$ cat src/rtl/reg_writeback_pkg.sv
`default_nettype none
// ============================================================================
// Module      : reg_writeback_pkg
// Description : Shared widths, byte-enable encodings and the load tag type
//               used by the register-file write-back controller.
// Revision    : 1.0 - initial release
// ============================================================================
package reg_writeback_pkg;

  localparam int REG_ADDR_W = 4;
  localparam int DATA_W     = 16;
  localparam int BE_W       = 2;
  localparam int TAG_W      = REG_ADDR_W + BE_W;

  localparam logic [BE_W-1:0] BE_LO   = 2'b01;
  localparam logic [BE_W-1:0] BE_HI   = 2'b10;
  localparam logic [BE_W-1:0] BE_WORD = 2'b11;

  typedef struct packed {
    logic [REG_ADDR_W-1:0] dst;
    logic [BE_W-1:0]       byte_en;
  } tag_t;

  // An all-zero enable carries no meaning on the bus, so it becomes a word write.
  function automatic logic [BE_W-1:0] norm_be(input logic [BE_W-1:0] be);
    logic [BE_W-1:0] v;
    v = be;
    if (be == 2'b00) v = BE_WORD;
    return v;
  endfunction

  // Steer data onto the enabled lanes; disabled lanes read as zero.
  function automatic logic [DATA_W-1:0] lane_data(input logic [BE_W-1:0] be,
                                                  input logic [DATA_W-1:0] d);
    logic [DATA_W-1:0] v;
    v = '0;
    if ((be & BE_HI) != 2'b00) v[15:8] = d[15:8];
    if ((be & BE_LO) != 2'b00) v[7:0]  = d[7:0];
    return v;
  endfunction

endpackage : reg_writeback_pkg
`default_nettype wire

$ cat src/rtl/reg_writeback_tag_fifo.sv
`default_nettype none
// ============================================================================
// Module      : wb_tag_fifo
// Description : In-order tag FIFO for outstanding loads. Each slot carries a
//               valid bit so every live entry can be compared against the two
//               decode source addresses in parallel.
// Ports       : i_push/i_tag    - enqueue a tag (ignored when full without pop)
//               i_pop           - dequeue oldest (ignored when empty)
//               o_head          - oldest tag
//               o_empty/o_full  - occupancy flags
//               i_cmp_addr1/2   - addresses to match against live entries
//               o_hit1/2_vec    - per-entry match vectors
// Revision    : 1.0 - initial release
// ============================================================================
module wb_tag_fifo
  import reg_writeback_pkg::*;
#(
  parameter int DEPTH = 4
) (
  input  logic                  clk,
  input  logic                  rst_n,
  input  logic                  i_push,
  input  logic [TAG_W-1:0]      i_tag,
  input  logic                  i_pop,
  output logic [TAG_W-1:0]      o_head,
  output logic                  o_empty,
  output logic                  o_full,
  input  logic [REG_ADDR_W-1:0] i_cmp_addr1,
  input  logic [REG_ADDR_W-1:0] i_cmp_addr2,
  output logic [DEPTH-1:0]      o_hit1_vec,
  output logic [DEPTH-1:0]      o_hit2_vec
);

  localparam int PTR_W = $clog2(DEPTH);

  tag_t             r_mem [DEPTH];
  logic [DEPTH-1:0] r_valid;
  logic [PTR_W-1:0] r_wr_ptr;
  logic [PTR_W-1:0] r_rd_ptr;

  logic w_do_pop;
  logic w_do_push;

  // Entries are contiguous from the read pointer, so the slot under each
  // pointer alone tells empty and full.
  assign o_empty   = !r_valid[r_rd_ptr];
  assign o_full    = r_valid[r_wr_ptr];
  assign o_head    = r_mem[r_rd_ptr];
  assign w_do_pop  = i_pop && !o_empty;
  assign w_do_push = i_push && (!o_full || w_do_pop);

  always_ff @(posedge clk or negedge rst_n) begin
    if (!rst_n) begin
      r_valid  <= '0;
      r_wr_ptr <= '0;
      r_rd_ptr <= '0;
    end else begin
      if (w_do_pop) begin
        r_valid[r_rd_ptr] <= 1'b0;
        r_rd_ptr          <= r_rd_ptr + PTR_W'(1);
      end
      // When full, both pointers address the same slot; the later set wins.
      if (w_do_push) begin
        r_valid[r_wr_ptr] <= 1'b1;
        r_wr_ptr          <= r_wr_ptr + PTR_W'(1);
      end
    end
  end

  always_ff @(posedge clk) begin
    if (w_do_push) r_mem[r_wr_ptr] <= tag_t'(i_tag);
  end

  for (genvar gi = 0; gi < DEPTH; gi++) begin : g_cmp
    assign o_hit1_vec[gi] = r_valid[gi] && (r_mem[gi].dst == i_cmp_addr1);
    assign o_hit2_vec[gi] = r_valid[gi] && (r_mem[gi].dst == i_cmp_addr2);
  end

endmodule : wb_tag_fifo
`default_nettype wire

$ cat src/rtl/reg_writeback.sv
`default_nettype none
// ============================================================================
// Module      : reg_writeback
// Description : Write-side controller for the 16x16 register file. Merges
//               execute results, in-order load returns and address
//               post-updates onto the byte-laned reg3 port and the full-word
//               reg4 port, and flags read-after-write hazards to decode.
// Ports       : ex_*       - execute request (valid/ready handshake)
//               mem_*      - load data return for the oldest outstanding load
//               rd_addr1/2 - decode source registers, rd_hazard result
//               reg3_*     - byte-laned write port (registered)
//               reg4_*     - full-word write port (registered)
//               loads_full - load tag FIFO full
//               err_unexp  - sticky: load data with nothing outstanding
// Revision    : 1.0 - initial release
// ============================================================================
module reg_writeback
  import reg_writeback_pkg::*;
#(
  parameter int LOAD_DEPTH = 4
) (
  input  logic                  clk,
  input  logic                  rst_n,
  input  logic                  ex_valid,
  output logic                  ex_ready,
  input  logic                  ex_load,
  input  logic [REG_ADDR_W-1:0] ex_dst,
  input  logic [BE_W-1:0]       ex_byte_en,
  input  logic [DATA_W-1:0]     ex_data,
  input  logic                  ex_addr_wr,
  input  logic [REG_ADDR_W-1:0] ex_addr_reg,
  input  logic [DATA_W-1:0]     ex_addr_data,
  input  logic                  mem_valid,
  input  logic [DATA_W-1:0]     mem_data,
  input  logic [REG_ADDR_W-1:0] rd_addr1,
  input  logic [REG_ADDR_W-1:0] rd_addr2,
  output logic                  rd_hazard,
  output logic                  reg3_writeu,
  output logic                  reg3_writel,
  output logic [REG_ADDR_W-1:0] reg3_addr,
  output logic [DATA_W-1:0]     reg3_bus,
  output logic                  reg4_write,
  output logic [REG_ADDR_W-1:0] reg4_addr,
  output logic [DATA_W-1:0]     reg4_bus,
  output logic                  loads_full,
  output logic                  err_unexp
);

  logic                  w_fifo_empty;
  logic                  w_fifo_full;
  logic [TAG_W-1:0]      w_head_bits;
  tag_t                  w_head;
  tag_t                  w_push_tag;
  logic [LOAD_DEPTH-1:0] w_hit1_vec;
  logic [LOAD_DEPTH-1:0] w_hit2_vec;

  logic                  w_acc;
  logic                  w_push;
  logic                  w_pop;

  logic [BE_W-1:0]       w_r3_be;
  logic [REG_ADDR_W-1:0] w_r3_addr;
  logic [DATA_W-1:0]     w_r3_raw;
  logic [DATA_W-1:0]     w_r3_bus;
  logic                  w_r4_wr;

  logic                  r_reg3_writeu;
  logic                  r_reg3_writel;
  logic [REG_ADDR_W-1:0] r_reg3_addr;
  logic [DATA_W-1:0]     r_reg3_bus;
  logic                  r_reg4_write;
  logic [REG_ADDR_W-1:0] r_reg4_addr;
  logic [DATA_W-1:0]     r_reg4_bus;
  logic                  r_err_unexp;

  // Memory returns own reg3 outright; a load request may still go alongside
  // a return, since it only touches the FIFO (and a pop frees a slot).
  assign ex_ready = !(mem_valid && !ex_load) && !(ex_load && w_fifo_full && !mem_valid);
  assign w_acc    = ex_valid && ex_ready;
  assign w_push   = w_acc && ex_load;
  assign w_pop    = mem_valid && !w_fifo_empty;

  assign w_push_tag.dst     = ex_dst;
  assign w_push_tag.byte_en = norm_be(ex_byte_en);
  assign w_head             = tag_t'(w_head_bits);

  wb_tag_fifo #(
    .DEPTH (LOAD_DEPTH)
  ) u_tag_fifo (
    .clk         (clk),
    .rst_n       (rst_n),
    .i_push      (w_push),
    .i_tag       (w_push_tag),
    .i_pop       (w_pop),
    .o_head      (w_head_bits),
    .o_empty     (w_fifo_empty),
    .o_full      (w_fifo_full),
    .i_cmp_addr1 (rd_addr1),
    .i_cmp_addr2 (rd_addr2),
    .o_hit1_vec  (w_hit1_vec),
    .o_hit2_vec  (w_hit2_vec)
  );

  always_comb begin
    w_r3_be   = 2'b00;
    w_r3_addr = '0;
    w_r3_raw  = '0;
    if (w_pop) begin
      w_r3_be   = w_head.byte_en;
      w_r3_addr = w_head.dst;
      w_r3_raw  = mem_data;
    end else if (w_acc && !ex_load) begin
      w_r3_be   = norm_be(ex_byte_en);
      w_r3_addr = ex_dst;
      w_r3_raw  = ex_data;
    end
    w_r4_wr = w_acc && ex_addr_wr;
    // Same target on both ports in one cycle: the full-word address update wins.
    if (w_r4_wr && (ex_addr_reg == w_r3_addr)) w_r3_be = 2'b00;
    w_r3_bus = lane_data(w_r3_be, w_r3_raw);
  end

  always_ff @(posedge clk or negedge rst_n) begin
    if (!rst_n) begin
      r_reg3_writeu <= 1'b0;
      r_reg3_writel <= 1'b0;
      r_reg3_addr   <= '0;
      r_reg3_bus    <= '0;
      r_reg4_write  <= 1'b0;
      r_reg4_addr   <= '0;
      r_reg4_bus    <= '0;
      r_err_unexp   <= 1'b0;
    end else begin
      r_reg3_writeu <= w_r3_be[1];
      r_reg3_writel <= w_r3_be[0];
      r_reg3_addr   <= w_r3_addr;
      r_reg3_bus    <= w_r3_bus;
      r_reg4_write  <= w_r4_wr;
      r_reg4_addr   <= w_r4_wr ? ex_addr_reg : '0;
      r_reg4_bus    <= w_r4_wr ? ex_addr_data : '0;
      if (mem_valid && w_fifo_empty) r_err_unexp <= 1'b1;
    end
  end

  // A write still in flight to the file counts as pending for decode.
  assign rd_hazard = (|w_hit1_vec) || (|w_hit2_vec)
                  || ((r_reg3_writeu || r_reg3_writel)
                      && ((r_reg3_addr == rd_addr1) || (r_reg3_addr == rd_addr2)))
                  || (r_reg4_write
                      && ((r_reg4_addr == rd_addr1) || (r_reg4_addr == rd_addr2)));

  assign reg3_writeu = r_reg3_writeu;
  assign reg3_writel = r_reg3_writel;
  assign reg3_addr   = r_reg3_addr;
  assign reg3_bus    = r_reg3_bus;
  assign reg4_write  = r_reg4_write;
  assign reg4_addr   = r_reg4_addr;
  assign reg4_bus    = r_reg4_bus;
  assign loads_full  = w_fifo_full;
  assign err_unexp   = r_err_unexp;

endmodule : reg_writeback
`default_nettype wire

$ cat config.mk
export PLATFORM = sky130hd
export DESIGN_NAME = reg_writeback
export DESIGN_NICKNAME = d
export VERILOG_FILES = /design/src/rtl/reg_writeback_pkg.sv /design/src/rtl/reg_writeback_tag_fifo.sv /design/src/rtl/reg_writeback.sv
export SDC_FILE = /design/constraint.sdc
export NUM_CORES = 1
export LEC_CHECK = 0
export ABC_AREA = 1
export ABC_CLOCK_PERIOD_IN_PS = 4100
export BUFFER_PORTS_ARGS = -buffer_cell sky130_fd_sc_hd__buf_4
export CORE_ASPECT_RATIO = 1.2
export CORE_MARGIN = 1
export CORE_UTILIZATION = 28
export DETAILED_ROUTE_END_ITERATION = 16
export PLACE_DENSITY_LB_ADDON = 0.25
export SETUP_SLACK_MARGIN = 0.05
export SYNTH_ARGS = -nofsm -noshare
export SYNTH_HDL_FRONTEND = slang
export SYNTH_HIERARCHICAL = 1
export SYNTH_SLANG_ARGS = --single-unit
export TNS_END_PERCENT = 20
$ cat constraint.sdc
create_clock -name clk -period 4.1 [get_ports clk]
set_clock_uncertainty 0.2 [all_clocks]
set_input_delay 0 -clock clk [delete_from_list [all_inputs] [get_ports clk]]
set_output_delay 0 -clock clk [all_outputs]
set_load 0.005 [all_outputs]
==> flow_metrics.tcl, run 1 <==
set metrics [dict create \
    dpl_worst_slack_ns 1.24 \
    yosys_warnings 6 \
    clk_pin_slew_worst_paths_ns 0.06 \
    synth.largest_area_cell "dfrtp_1" \
    setup_viol 0 \
    die_h_um 131 \
    setup_tns_ns 0 \
    fmax_ghz 0.334 \
    cts_resized 0 \
    port_buffers 118 \
    relSlewSlack 0.395 \
    r2r-start "u_tag_fifo/r_rd_ptr[0]" \
    dpl.hpwl_mm 8.18 \
    critPathBufInv 4 \
    yosys.area_share.simple 0.185 \
    yosys.area_share.xor_xnor 0.0631 \
    crit_fanout 22 \
    synth_cells 421 \
    antennaDiodeCount 0 \
    synth_fp_nets 501 \
    combinationalPowerShare 0.343 \
    slew_viol_final 0 \
    hold_viol 0 \
    synth-seq-area-share 0.520 \
    grt_max_degree 53 \
    num_rows 46 \
    viasPerCell 4.63 \
    path_cells "inv_1 > nand2_1 > nand3_2 > nand2_1 > nor2_2 > buf_4 > a32o_1 > dlygate4sd3_1 > inv_1 > nor2_1" \
    syn2layout_area_growth_pct 51.1 \
    period_share 0.731 \
    syn-cell-area_um2 3890 \
    drt_wl_total_mm 11.4 \
    drtPass1Iterations 4 \
    ios 119 \
    endpoint_kind "register" \
    internal_power_uw 1770 \
    finish.net_count 685 \
    cts_buffer_depth 2 \
    cts_sinks 76 \
    critPathSlowestCell "dlygate4sd3_1" \
    arrival_ns 3.05 \
    place_congestion 0.904 \
    seqPwrFrac 0.375 \
    fin_ws_ns 1.10 \
    via_count 3600 \
    numCtsBuffers 9 \
    grt.total_usage 0.164 \
    die_area_um2 14400 \
    rsz0062_at_grt "false" \
    yosysTopAreaCellShare 0.335 \
    synth-compound-area-share 0.115 \
    cts_setup_buffers 0 \
    cts_tree "built" \
    hold_class "input port to asynchronous set/reset pin" \
    antenna_found_initial 0 \
    h-tree-depth 3 \
    core_area_um2 13400 \
    grt_pass1_vias 3636 \
    worstMarginPinSlew_ns 0.907 \
    die_w_um 110 \
    maxCapViolCount 0 \
    whs_ns 0.0440 \
    n_fill_cell 1269 \
    p_per_area_nw_per_um2 452 \
    synth_seq_cells 76 \
    grt_remaining_overflow 0 \
    crit_family "buffers and inverters" \
    root_buffer "clkbuf_16" \
    cp_slowest_stage_delay_ns 0.56 \
    wl_per_cell_um 14.7 \
    fin_crit_ns 3.00 \
    initial_core_util 0.290 \
    p_clk_frac 0.282 \
    first_iter_violations 191 \
    muxShareOfSynthArea 0 \
    critPathLaunchType "register" \
    power.leakage_uw 0.00287 \
    synth_adder_area_share 0.0257 \
    layout-drive-gt1-share 0.243 \
    sw_frac_of_total 0.333 \
    synthTopCellsByArea "dfrtp_1 33%, edfxtp_1 19%, inv_1 7.0%" \
    grt_first_pass_wirelength_mm 17.8 \
    insertion_delay_ns 0.33 \
    synth_cell_types 33 \
    worstSetupStartpoint "u_tag_fifo/r_rd_ptr[0]" \
    status "complete, no violations" \
    ir_drop_mv 0.267 \
    power.switching_uw 885 \
    synth.avg_cell_area_um2 9.24 \
    synth_top_family_by_area "simple AND/OR/NAND/NOR gates" \
    cp_data_required_time_ns 4.15 \
    crit_type "register to register" \
    drc 0 \
    detail-route-antenna-nets 0 \
]
[sequential cells by signal (all words and copies together), names as in the netlist]
signal               count
u_tag_fifo/r_mem        24
err_unexp                1
reg4_addr                4
u_tag_fifo/r_rd_ptr      2
u_tag_fifo/r_wr_ptr      2
reg3_bus                16
reg3_addr                4
u_tag_fifo/r_valid       4
reg3_writeu              1
reg4_bus                16
reg3_writel              1
reg4_write               1
[stage by stage]
| stage | utilization | instances | total power, µW | instance area (µm²) |
|---|---|---|---|---|
| after floorplan | - | 421 | 1520 | 3890 |
| after detailed placement | 0.366 | 695 | 1830 | 4910 |
| final | 0.438 | 778 | 2660 | 5880 |
| after global placement | 0.366 | 695 | 1810 | 4910 |
| after global routing | 0.438 | 778 | 2840 | 5880 |
| after CTS | 0.438 | 778 | 2680 | 5880 |
[final timing paths]
check,endpoint,slack [ns],cells past startpoint
worst min-delay path,reg3_bus[1],0.04,2
max in group asynchronous,u_tag_fifo/r_wr_ptr[1],3.21,2
min in group clk,reg4_bus[8],0.24,4
worst max-delay path,reg3_bus[5],1.10,10
worst min register to register,err_unexp,0.27,1
worst max register to register,reg3_bus[5],1.10,10
[cells by family after synthesis]
kind of cell	after synthesis
xor gates and xnor gates	28
buffers and inverters	87
AOI/OAI and AO/OA	65
adders and majority gates	8
DFF	76
and+or+nand+nor	157
[per-layer routing]
layer  share of wire  vias up  GRT usage
met5               0        -          0
li1                -     1746          -
met1            0.39     1718      0.191
met2            0.53      121      0.294
met4           0.013        0     0.0494
met3           0.068       15     0.0410
[power groups by stage]
stage	combinational, µW	sequential, µW	clock (µW)
floorplan	552	968	0
global placement	802	1000	0
detailed placement	820	1010	0
CTS	914	994	771
global route	1040	1010	801
finish	910	996	750
[cells in the mapped netlist]
| master | instances |
|---|---|
| xor2_1 | 8 |
| xnor2_1 | 20 |
| a32o_1 | 18 |
| nand4_1 | 6 |
| ha_1 | 8 |
| nand3_1 | 19 |
| buf_6 | 1 |
| or2_0 | 1 |
| o221ai_1 | 2 |
| nor4_1 | 6 |
| inv_2 | 1 |
| a211oi_1 | 1 |
| inv_1 | 73 |
| nor3_1 | 1 |
| a21o_1 | 1 |
| nand2_2 | 1 |
| nand3_2 | 4 |
| edfxtp_1 | 24 |
| dfrtp_1 | 52 |
| clkbuf_1 | 3 |
| nor2_2 | 2 |
| or2_2 | 2 |
| buf_4 | 4 |
| nand2_4 | 3 |
| o2111ai_1 | 2 |
| o21ai_0 | 19 |
| nand3_4 | 1 |
| nor2_1 | 49 |
| buf_2 | 5 |
| nand2_1 | 62 |
| o22ai_1 | 6 |
| a21oi_1 | 15 |
| o211ai_1 | 1 |
[repair_timing]
item,CTS,global route
endpoints found under the hold margin,125,0
hold buffers,67,0
setup endpoints to repair,0,0
[placed cells by master, fill, tap and decap left out, types with 6 or more instances in the layout]
master | netlist | routed
nand3_1 | 19 | 19
dlygate4sd3_1 | 0 | 67
a21oi_1 | 15 | 15
nor4_1 | 6 | 6
dfrtp_1 | 52 | 52
nand4_1 | 6 | 6
xor2_1 | 8 | 8
buf_4 | 4 | 119
ha_1 | 8 | 8
a32o_1 | 18 | 18
edfxtp_1 | 24 | 24
o21ai_0 | 19 | 19
nor2_1 | 49 | 49
xnor2_1 | 20 | 20
inv_1 | 73 | 73
clkbuf_16 | 0 | 10
nand2_1 | 62 | 62
o22ai_1 | 6 | 6
[layout make-up]
cell class / instances / area [µm²] / area share
Sequential cell: 76 / 2020 / 0.344
Timing Repair Buffer: 186 / 1560 / 0.266
Multi-Input combinational cell: 258 / 1510 / 0.257
Inverter: 74 / 278 / 0.0473
Clock buffer: 12 / 268 / 0.0456
Tap cell: 168 / 210 / 0.0358
Clock inverter: 4 / 22.5 / 0.00383
(Power assumes the default switching activity.)
==> run 2: changes to the inputs <==
ABC_AREA = 0   (was 1)
ABC_CLOCK_PERIOD_IN_PS = 2500   (was 4100)
clock period = 2.5 ns   (was 4.1 ns; I/O delays follow)
==> run 2 against run 1 <==
Against the previous run: register-to-register slack got worse by 1.0 ns; clock power rose by 69%; worst setup slack lost 1.0 ns; via count down 11%; non-clock buffer count rose by 14; first-iteration DRC count down 15%; critical path type unchanged.
==> flow_metrics.tcl, run 2 <==
set metrics [dict create \
    status "complete, no violations" \
    synthTopCellsByCount "52 x dfrtp_1, 40 x xor2_1, 32 x nand2_1" \
    antenna_found_initial 0 \
    rr_worst_depth 9 \
    antennaDiodeCount 0 \
    slew_viol_final 0 \
    port_buffers 118 \
    path_depth 9 \
    path_cells "mux4_2 > inv_2 > nand3b_1 > buf_4 > and3_4 > nor4b_4 > buf_4 > clkbuf_16 > a31oi_1" \
    synth-seq-area-share 0.512 \
    cp_slowest_stage_delay_ns 0.43 \
    hold_class "input port to asynchronous set/reset pin" \
    hold_viol 0 \
    multiInputGateArea_um2 1810 \
    yosys_warnings 6 \
    h-tree-depth 3 \
    synth.avg_cell_area_um2 12.6 \
    r2r_end "reg3_bus[13]" \
    via_count 3192 \
    syn2layout_area_growth_pct 55.1 \
    setup_tns_ns 0 \
    power.leakage_uw 0.00278 \
    grt_first_pass_wirelength_mm 17.3 \
    path_common_cell "buf_4" \
    regArea_um2 2030 \
    yosysMostFrequentCell "dfrtp_1" \
    rsz0062_at_grt "true" \
    crit_fanout 9 \
    synth_cell_types 45 \
    final_cell_mix "127 x buf_4, 66 x dlygate4sd3_1, 47 x dfrtp_1" \
    period_share 0.965 \
    drtPass1Iterations 4 \
    crit_type "register to register" \
    critPathLaunchType "register" \
    fin_crit_ns 2.41 \
    grt_remaining_overflow 0 \
    crit_path_end "reg3_bus[13]" \
    yosysTopAreaCellShare 0.330 \
    detail-route-antenna-nets 0 \
    n_fill_cell 1255 \
    relSlewSlack 0.540 \
    cts_tree "built" \
    synth_cells 313 \
    grt_pass1_vias 3375 \
    critPathSlowestCell "dfrtp_2" \
    synth_adder_area_share 0.0254 \
    drt_wl_total_mm 11.6 \
    async_reset_ff_frac 0.684 \
    setup_viol 0 \
    synth.largest_area_cell "dfrtp_1" \
    die_h_um 132 \
    crit_family "simple AND/OR/NAND/NOR gates" \
    arrival_ns 2.42 \
    root_buffer "clkbuf_16" \
    synth_fp_nets 393 \
    worstMarginPinSlew_ns 0.690 \
    cts_sinks 76 \
    die_area_um2 14600 \
    rrSetupSlack_ns 0.09 \
    syn-cell-area_um2 3950 \
    wl_per_cell_um 16.9 \
    clk_pin_slew_worst_paths_ns 0.06 \
    grt_max_degree 53 \
    synth-compound-area-share 0.107 \
    regMostFlops "u_tag_fifo/r_mem" \
    grt.total_usage 0.159 \
    finalPower_uw 4930 \
    synth_edf_count 24 \
    viasPerCell 4.66 \
    endpoint_kind "register" \
    synth_flop_cell "dfrtp_1" \
    cts_buffer_depth 2 \
    dpl.hpwl_mm 7.96 \
    synth_seq_cells 76 \
    finish.net_count 589 \
    critPathBufInv 4 \
    ios 119 \
    core_area_um2 13800 \
    largest_reg_flops 24 \
    utilization 0.445 \
    initial_core_util 0.287 \
    mostFrequentLayoutCell "buf_4" \
    drc 0 \
    num_rows 47 \
    synthTopCellsByArea "dfrtp_1 33%, edfxtp_1 18%, xor2_1 8.9%" \
    ir_drop_mv 0.337 \
    layout-drive-gt1-share 0.358 \
    yosys.area_share.xor_xnor 0.116 \
    cp_data_required_time_ns 2.50 \
    die_w_um 110 \
    numCtsBuffers 9 \
    worstSetupStartpoint "u_tag_fifo/r_rd_ptr[0]" \
    maxCapViolCount 0 \
    yosys.area_share.simple 0.147 \
    synth_top_family_by_area "simple AND/OR/NAND/NOR gates" \
    first_iter_violations 163 \
    p_per_area_nw_per_um2 806 \
    muxShareOfSynthArea 0.0609 \
    place_congestion 0.852 \
    insertion_delay_ns 0.33 \
    fmax_ghz 0.414 \
    r2r-start "u_tag_fifo/r_rd_ptr[0]" \
]
[run 2: cell count changes in the layout (fill, tap and decap cells not counted), sizes merged, moves of 10 or more]
cell   previous run  this run
inv              74         8
nor2             51         0
nand2            66        33
xor2              8        40
and2              0        26
a22o              0        23
nand3            24         1
a31oi             0        19
a32o             18         0
o21ai            19         3
buf             119       133
a21oi            15         4
xnor2            20        10
[run 2: area by class of cell]
class / instances / share of cell area
inverter: 8 / 0.00491
sequential: 76 / 0.331
clock inverter: 3 / 0.00286
tap: 171 / 0.0350
multi-input combinational: 214 / 0.295
clock buffer: 13 / 0.0460
timing repair buffer: 200 / 0.285
[run 2: how the worst min path moves through the flow]
stage	endpoint	slack (ns)
after floorplan	err_unexp	-0.50
after global placement	u_tag_fifo/r_rd_ptr[1]	-0.12
after detailed placement	u_tag_fifo/r_rd_ptr[1]	-0.11
after CTS	u_tag_fifo/r_valid[0]	0.08
after global routing	reg3_bus[8]	0.12
final	reg3_bus[8]	0.06
[run 2: cell families (layout without fill, tap and decap cells)]
kind of cell    count (synthesis)  in the layout
compound gates                 53             53
simple gates                   92             92
mux                            11             11
buf+inv                        23            224
fa+ha+maj                       8              8
xor+xnor                       50             50
flops                          76             76
[run 2: metrics by stage]
stage          instances  setup slack [ns]  hold WS (ns)  cell area [µm²]
4_1_cts              679            0.0609        0.0841             6030
6_report             685            0.0863        0.0569             6120
3_5_place_dp         597            0.0787        -0.114             5070
5_1_grt              685            0.0284         0.115             6120
2_1_floorplan        313            0.0541        -0.496             3970
3_3_place_gp         597             0.121        -0.124             5070
[run 2: metal layers]
metal | vias to the layer above | track usage | routed length (µm)
li1 | 1519 | - | -
met1 | 1552 | 0.179 | 4690
met2 | 107 | 0.287 | 6000
met3 | 14 | 0.0376 | 654
met4 | 0 | 0.0541 | 238
met5 | - | 0 | 0
[run 2: worst reg2reg max path, delay by kind of cell (launching register included)]
family | cells | cell delay, ns
buffers and inverters | 4 | 0.58
multiplexers | 1 | 0.38
flip-flops | 1 | 0.43
AO/OA/AOI/OAI | 1 | 0.08
AND/OR/NAND/NOR | 3 | 0.62
[run 2: power by group]
part           internal [µW]  switching, µW  total, µW
Sequential              1490            193       1690
Combinational           1060            910       1970
Clock                    784            488       1270
Total                   3340           1590       4930
[run 2: what timing repair did]
item / CTS / global route
setup endpoints to repair: 0 / 18
hold endpoints to repair: 120 / 0
gates resized for setup: 0 / 10
hold buffers: 66 / 0
setup buffers: 0 / 5
==> run 3: changes to the inputs <==
CORE_UTILIZATION = 45   (was 28)
TNS_END_PERCENT = 30   (was 20)
==> run 3 against run 2 <==
Against the previous run: sequential share of layout area rose by 0.78 points; final area down 2.6%; count of clock-buffer cells in the layout unchanged; first-iteration DRC count shrank 12%; worst hold slack got worse by 0.033 ns; flip-flop and latch count did not move; total power is 4.0% lower; critical path depth decreased by 2; worst setup slack gained 0.029 ns; largest cell class unchanged.
==> flow_metrics.tcl, run 3 (synthesized netlist as in run 2, its figures left out) <==
set metrics [dict create \
    rr_worst_depth 7 \
    antennaDiodeCount 0 \
    r2r_end "reg3_bus[3]" \
    grtUsageMet1 0.263 \
    cts_tree "built" \
    first_iter_violations 143 \
    regMostFlops "u_tag_fifo/r_mem" \
    cts_buffer_depth 2 \
    relSlewSlack 0.550 \
    endpoint_kind "register" \
    status "complete, no violations" \
    grt.total_usage 0.238 \
    wl_per_cell_um 17.1 \
    drt_wl_total_mm 10.8 \
    crit_type "register to register" \
    maxCapViolCount 0 \
    grt_max_degree 53 \
    die_h_um 105 \
    crit_fanout 18 \
    r2r-start "u_tag_fifo/r_rd_ptr[0]" \
    die_w_um 87.5 \
    cts_sinks 76 \
    setup_viol 0 \
    via_count 3289 \
    arrival_ns 2.43 \
    slew_viol_final 0 \
    detail-route-antenna-nets 0 \
    h-tree-depth 3 \
    worstMarginPinSlew_ns 0.674 \
    critPathLaunchType "register" \
    grtUsageMet2 0.427 \
    placed_area_um2 5000 \
    port_buffers 118 \
    num_rows 37 \
    insertion_delay_ns 0.35 \
    top_usage_layer "met2" \
    final_cell_mix "131 x buf_4, 65 x dlygate4sd3_1, 51 x dfrtp_1" \
    hold_class "input port to asynchronous set/reset pin" \
    fmax_ghz 0.419 \
    clk_pin_slew_worst_paths_ns 0.07 \
    worstSetupStartpoint "u_tag_fifo/r_rd_ptr[0]" \
    largest_reg_flops 24 \
    power.leakage_uw 0.00276 \
    cp_data_required_time_ns 2.55 \
    drtPass1Iterations 4 \
    grt_util_met3 0.0450 \
    rsz0062_at_grt "true" \
    ios 119 \
    dpl.hpwl_mm 7.23 \
    initial_core_util 0.461 \
    numCtsBuffers 9 \
    core_area_um2 8560 \
    grt_first_pass_wirelength_mm 16.2 \
    setup_tns_ns 0 \
    grt_pass1_vias 3335 \
    antenna_found_initial 0 \
    syn2layout_area_growth_pct 51.1 \
    drc 0 \
    grt_remaining_overflow 0 \
    fin_crit_ns 2.38 \
    rrSetupSlack_ns 0.12 \
    root_buffer "clkbuf_8" \
    layout-drive-gt1-share 0.346 \
    stdcell_area_um2 5960 \
    ir_drop_mv 0.482 \
    mostFrequentLayoutCell "buf_4" \
    p_per_area_nw_per_um2 794 \
    period_share 0.954 \
    viasPerCell 5.23 \
    hold_viol 0 \
    die_area_um2 9150 \
    place_congestion 0.925 \
    finish.net_count 588 \
    n_fill_cell 610 \
]
## run 3: cell count changes in the layout (fill, tap and decap cells not counted), sizes merged
cell	previous run	this run
bufinv	0	2
clkinv	2	0
buf	133	134
clkbuf	14	13
clkinvlp	1	0
dlygate4sd3	66	65
## run 3: how the worst max path moves through the flow
stage | endpoint | slack, ns
floorplan | u_tag_fifo/r_mem[0][0] | 0.05
global placement | reg3_bus[13] | 0.12
detailed placement | reg3_bus[12] | 0.06
CTS | reg3_bus[4] | 0.05
global route | reg3_bus[7] | 0.03
finish | reg3_bus[3] | 0.12
## run 3: timing repair
item,4_1_cts,5_1_grt
hold endpoints to repair,120,0
buffers inserted,0,5
endpoints found under the setup margin,0,40
hold buffers,65,0
gates resized for setup,0,1
## run 3: cell type report
class / count / area, µm² / area share
clock inverters: 2 / 60.1 / 0.0101
multi-input cells: 214 / 1810 / 0.303
flip-flops and latches: 76 / 2020 / 0.339
clock buffers: 13 / 201 / 0.0338
repair buffers: 199 / 1690 / 0.284
inverters: 8 / 30.0 / 0.00503
well taps: 117 / 146 / 0.0245
## run 3: worst max-delay path, cell delays in order, from the launching register on
cell      delay, ns
dfrtp_2        0.43
mux4_2         0.56
inv_2          0.11
and3b_1        0.20
o21ai_0        0.33
a21boi_4       0.11
buf_12         0.16
a31oi_1        0.20
## run 3: report_power, final
| part | switching (µW) | internal (µW) |
|---|---|---|
| Sequential | 175 | 1490 |
| Combinational | 901 | 1010 |
| Clock | 429 | 733 |
| Total | 1510 | 3230 |
## run 3: per-layer routing
layer | share of wire | vias up
met2 | 0.54 | 120
met4 | 0.041 | 0
met5 | 0 | -
met3 | 0.041 | 35
li1 | - | 1520
met1 | 0.38 | 1614
## run 3: stage by stage
stage	total power, µW	setup slack (ns)	instances	hold WS (ns)	utilization
2_1_floorplan	2770	0.0541	313	-0.496	-
3_3_place_gp	3340	0.122	544	-0.136	0.584
3_5_place_dp	3410	0.0573	544	-0.123	0.584
4_1_cts	4660	0.0501	624	0.0424	0.690
5_1_grt	4940	0.0268	629	0.0817	0.696
6_report	4730	0.115	629	0.0237	0.696
